$ cat src/rtl/shift_unit.sv
// Multi-cycle barrel-less shifter: one bit per clock, SRA or SLL, up to 31 steps.
// Result and completion pulse are registered; the unit takes no new work while busy.
module shift_unit (
  input  logic        clock,
  input  logic        reset,
  input  logic        ctrl_shift,
  input  logic        sig_sra,
  input  logic        sig_sll,
  input  logic [31:0] data_operand,
  input  logic [4:0]  shamt,
  output logic [31:0] data_result,
  output logic        data_resultRDY,
  output logic        busy
);

  typedef enum logic [1:0] {IDLE, SHIFT, DONE} state_e;

  state_e      state_q, state_d;
  logic [31:0] opr_q, opr_d;
  logic [31:0] res_q, res_d;
  logic [4:0]  cnt_q, cnt_d;
  logic        sra_q, sra_d;
  logic        rdy_q, rdy_d;
  logic        busy_q, busy_d;
  logic [31:0] step;

  assign step = sra_q ? {opr_q[31], opr_q[31:1]} : {opr_q[30:0], 1'b0};

  always_comb begin
    state_d = state_q;
    opr_d   = opr_q;
    res_d   = res_q;
    cnt_d   = cnt_q;
    sra_d   = sra_q;
    case (state_q)
      IDLE: begin
        if (ctrl_shift && (sig_sra || sig_sll)) begin
          opr_d = data_operand;
          sra_d = sig_sra;  // sra wins when both selects are high
          cnt_d = shamt;
          if (shamt == 5'd0) begin
            state_d = DONE;
            res_d   = data_operand;
          end else begin
            state_d = SHIFT;
          end
        end
      end
      SHIFT: begin
        opr_d = step;
        cnt_d = cnt_q - 5'd1;
        // Leave on the last step so the count never wraps below zero
        if (cnt_q == 5'd1) begin
          state_d = DONE;
          res_d   = step;
        end
      end
      DONE:    state_d = IDLE;
      default: state_d = IDLE;
    endcase
    rdy_d  = (state_d == DONE);
    busy_d = (state_d != IDLE);
  end

  always_ff @(posedge clock or negedge reset) begin
    if (!reset) begin
      state_q <= IDLE;
      opr_q   <= '0;
      res_q   <= '0;
      cnt_q   <= '0;
      sra_q   <= 1'b0;
      rdy_q   <= 1'b0;
      busy_q  <= 1'b0;
    end else begin
      state_q <= state_d;
      opr_q   <= opr_d;
      res_q   <= res_d;
      cnt_q   <= cnt_d;
      sra_q   <= sra_d;
      rdy_q   <= rdy_d;
      busy_q  <= busy_d;
    end
  end

  assign data_result    = res_q;
  assign data_resultRDY = rdy_q;
  assign busy           = busy_q;

endmodule

$ cat config.mk
export PLATFORM = sky130hd
export DESIGN_NAME = shift_unit
export DESIGN_NICKNAME = d
export VERILOG_FILES = /design/src/rtl/shift_unit.sv
export SDC_FILE = /design/constraint.sdc
export NUM_CORES = 1
export LEC_CHECK = 0
export ABC_AREA = 1
export CAP_MARGIN = 20
export CORE_ASPECT_RATIO = 0.7
export CORE_MARGIN = 5
export CORE_UTILIZATION = 42
export CTS_CLUSTER_SIZE = 12
export DETAILED_ROUTE_END_ITERATION = 10
export DONT_BUFFER_PORTS = 1
export PLACE_DENSITY = 0.67
export SETUP_SLACK_MARGIN = 0.15
export SYNTH_ARGS = -nofsm -noshare
export SYNTH_HDL_FRONTEND = slang
export SYNTH_SLANG_ARGS = --single-unit
$ cat constraint.sdc
create_clock -name clock -period 1.5 [get_ports clock]
set_input_delay 0.375 -clock clock [delete_from_list [all_inputs] [get_ports clock]]
set_output_delay 0.375 -clock clock [all_outputs]
set_load 0.02 [all_outputs]
==> flow_summary.json <==
{
  "status": "complete, but fails checks",
  "violations": "negative hold slack",
  "worstPathArrival_ns": 1.75,
  "r2r_setup_slack_ns": 0.03,
  "final_hold_viol_count": 74,
  "p_sw_w": 0.00569,
  "drc": 0,
  "ant_nets": 0,
  "syn_area_um2": 3800,
  "antenna_found_initial": 0,
  "cp-start-kind": "register",
  "vias": 3396,
  "reg2reg_depth": 9,
  "core_area_um2": 8960,
  "synth_top_family_by_area": "simple AND/OR/NAND/NOR gates",
  "drt_iter0_markers": 244,
  "fin_crit_ns": 1.47,
  "grt_pass1_wl_mm": 16.0,
  "clk_pin_slew_ns": 0.06,
  "synthXorXnorAreaFrac": 0,
  "dp_hpwl_mm": 6.44,
  "drt_wl_total_mm": 10.4,
  "grt_setup_unrepaired": "yes",
  "io_pins": 76,
  "syn_avg_cell_area_um2": 7.26,
  "dr.pass1.iters": 4,
  "swShare": 0.445,
  "grt_usage": 0.187,
  "wl_per_cell_um": 15.7,
  "fmax_mhz": 681,
  "worst_pin_slew_ns": 0.306,
  "synth_most_common_cell": "nand2_1",
  "r2r_start": "cnt_q[1]$_DFFE_PN0P_",
  "synth_area_leaders": "dfrtp_1 (49%), nand2_1 (26%), nand3_1 (9.5%)",
  "synth_top_area_frac": 0.487,
  "synth-main-ff-cell": "dfrtp_1",
  "instances_no_fill": 658,
  "layout.nets": 573,
  "grt_max_degree": 75,
  "end_kind": "register",
  "placed_cells": 631,
  "post-route-period-util": 0.979,
  "ys_seq_area_frac": 0.487,
  "htree_levels": 3,
  "yosysUniqueCellTypes": 21,
  "worstSkewPairLatency_ns": 0.34,
  "leakagePower_nw": 2.56,
  "finClkSkew_ns": 0.00703,
  "p_seq_frac": 0.336,
  "die_y_um": 89.6,
  "rows": 29,
  "critPathLaunch": "cnt_q[1]$_DFFE_PN0P_",
  "peakVddDrop_v": 0.00121,
  "layout-drive-gt1-share": 0.245,
  "die_area_um2": 11100,
  "async_flop_share": 1.00,
  "path_class": "reg2reg",
  "muxShareOfSynthArea": 0,
  "holdWs_ns": -0.277,
  "overflow": 0,
  "slew_viol_final": 0,
  "clock_power_share": 0.198,
  "die_w_um": 124,
  "grt_pass1_vias": 3211,
  "cts_buffers": 9,
  "area_delta_synth_final_pct": 30.2,
  "clk_path_buf_depth": 2,
  "synth_compound_area_frac": 0.0579,
  "tritoncts": "yes",
  "yosys.area_share.simple": 0.381,
  "setup-tns-final_ns": 0,
  "crit_path_max_fanout": 8,
  "timing.rr.end": "data_result[22]$_DFFE_PN0P_",
  "initial_core_util": 0.424,
  "ys.warnings.count": 0,
  "port_buffers": 0,
  "synth_area_leader_cell": "dfrtp_1",
  "viasPerCell": 5.16,
  "synth_common_cells": "nand2_1 (267), dfrtp_1 (74), nand3_1 (72), inv_1 (23)",
  "synth_edf_count": 0,
  "slew_headroom": 0.794,
  "syn_inst": 524,
  "comb_power_share": 0.466,
  "maxCapViolations": 0,
  "insertedDiodeCount": 0,
  "cts_root_buf": "clkbuf_16",
  "clock-sinks": 74,
  "ys_ff_latch": 74,
  "internal_power_w": 0.00709,
  "powerDensity_nw_per_um2": 2580,
  "cp.required_ns": 1.78,
  "hold_path_class": "in2async",
  "synthAdderAreaFrac": 0.00658,
  "setup_violations": 0,
  "mappedNetlistNets": 568,
  "place_congestion": 0.795
}
[stage by stage]
step | cell area [um2] | hold slack, ns | utilization | setup WS, ns | power, W
after floorplan | 3850 | 0.0794 | - | 0.162 | 0.00745
final | 4950 | -0.277 | 0.552 | 0.0317 | 0.0128
after CTS | 4470 | -0.286 | 0.499 | 0.0743 | 0.0115
after global routing | 4950 | -0.290 | 0.552 | -0.00834 | 0.0138
after global placement | 4000 | 0.0815 | 0.446 | 0.0568 | 0.00845
after detailed placement | 4000 | 0.0814 | 0.446 | 0.0909 | 0.00854
[layout by cell type, fill, tap and decap left out, types with 9 or more instances in the layout]
cell and instances:
inv_1 20, o21ai_0 15, buf_12 9, nand2_2 46, clkbuf_16 13, o211ai_1 16, dfrtp_1 72, nand3_1 70
nand2_1 197, nand2_4 26
[critical path: stages, from the launching register on]
cell and delay (ns):
dfrtp_1 0.39, inv_2 0.08, ha_4 0.12, inv_2 0.04, nor2_4 0.11, nand4_4 0.20
nand2_8 0.16, clkbuf_16 0.19, nand2_2 0.05, nand2_1 0.05
[per-layer routing]
layer,vias up,track usage,wire length [um]
met5,-,0,0
met4,0,0.0603,163
met3,14,0.0670,998
met2,105,0.285,4670
met1,1600,0.251,4530
li1,1677,-,-
[timing repair]
action | CTS | global route
pin swaps | 0 | 25
resized for setup | 9 | 115
cloned | 1 | 4
setup buffers | 5 | 1
endpoints found under the setup margin | 55 | 70
hold endpoints to repair | 74 | 74
[registers in the layout (all words and copies together) (netlist names)]
register	flops
cnt_q	5
data_resultRDY	1
busy	1
opr_q	32
data_result	32
state_q	2
sra_q	1
[cells by family (layout without fill, tap and decap cells)]
family          after synthesis  in the layout
compound gates               36             36
buf+inv                      59             69
flops                        74             74
simple gates                353            353
fa+ha+maj                     2              2
[worst max path at each step]
stage	to	cells past startpoint
final	data_result[22]$_DFFE_PN0P_	9
after floorplan	data_result[0]$_DFFE_PN0P_	9
after CTS	data_result[21]$_DFFE_PN0P_	8
after detailed placement	data_result[8]$_DFFE_PN0P_	8
after global routing	data_result[21]$_DFFE_PN0P_	8
after global placement	cnt_q[2]$_DFFE_PN0P_	8
[area by class of cell]
type                    count  area [um2]
multi-input cells         391        2050
repair buffers             28         439
well taps                 124         155
clock inverters             6         113
clock buffers              10         239
flip-flops and latches     74        1850
fillers                   843        4010
inverters                  25        96.3
[power groups by stage]
stage	Sequential [W]	Combinational, W	Clock [W]
after detailed placement	0.00431	0.00423	0
after floorplan	0.00408	0.00337	0
after global routing	0.00443	0.00670	0.00267
after CTS	0.00428	0.00462	0.00258
final	0.00430	0.00596	0.00253
after global placement	0.00429	0.00416	0
(Power assumes the default switching activity.)
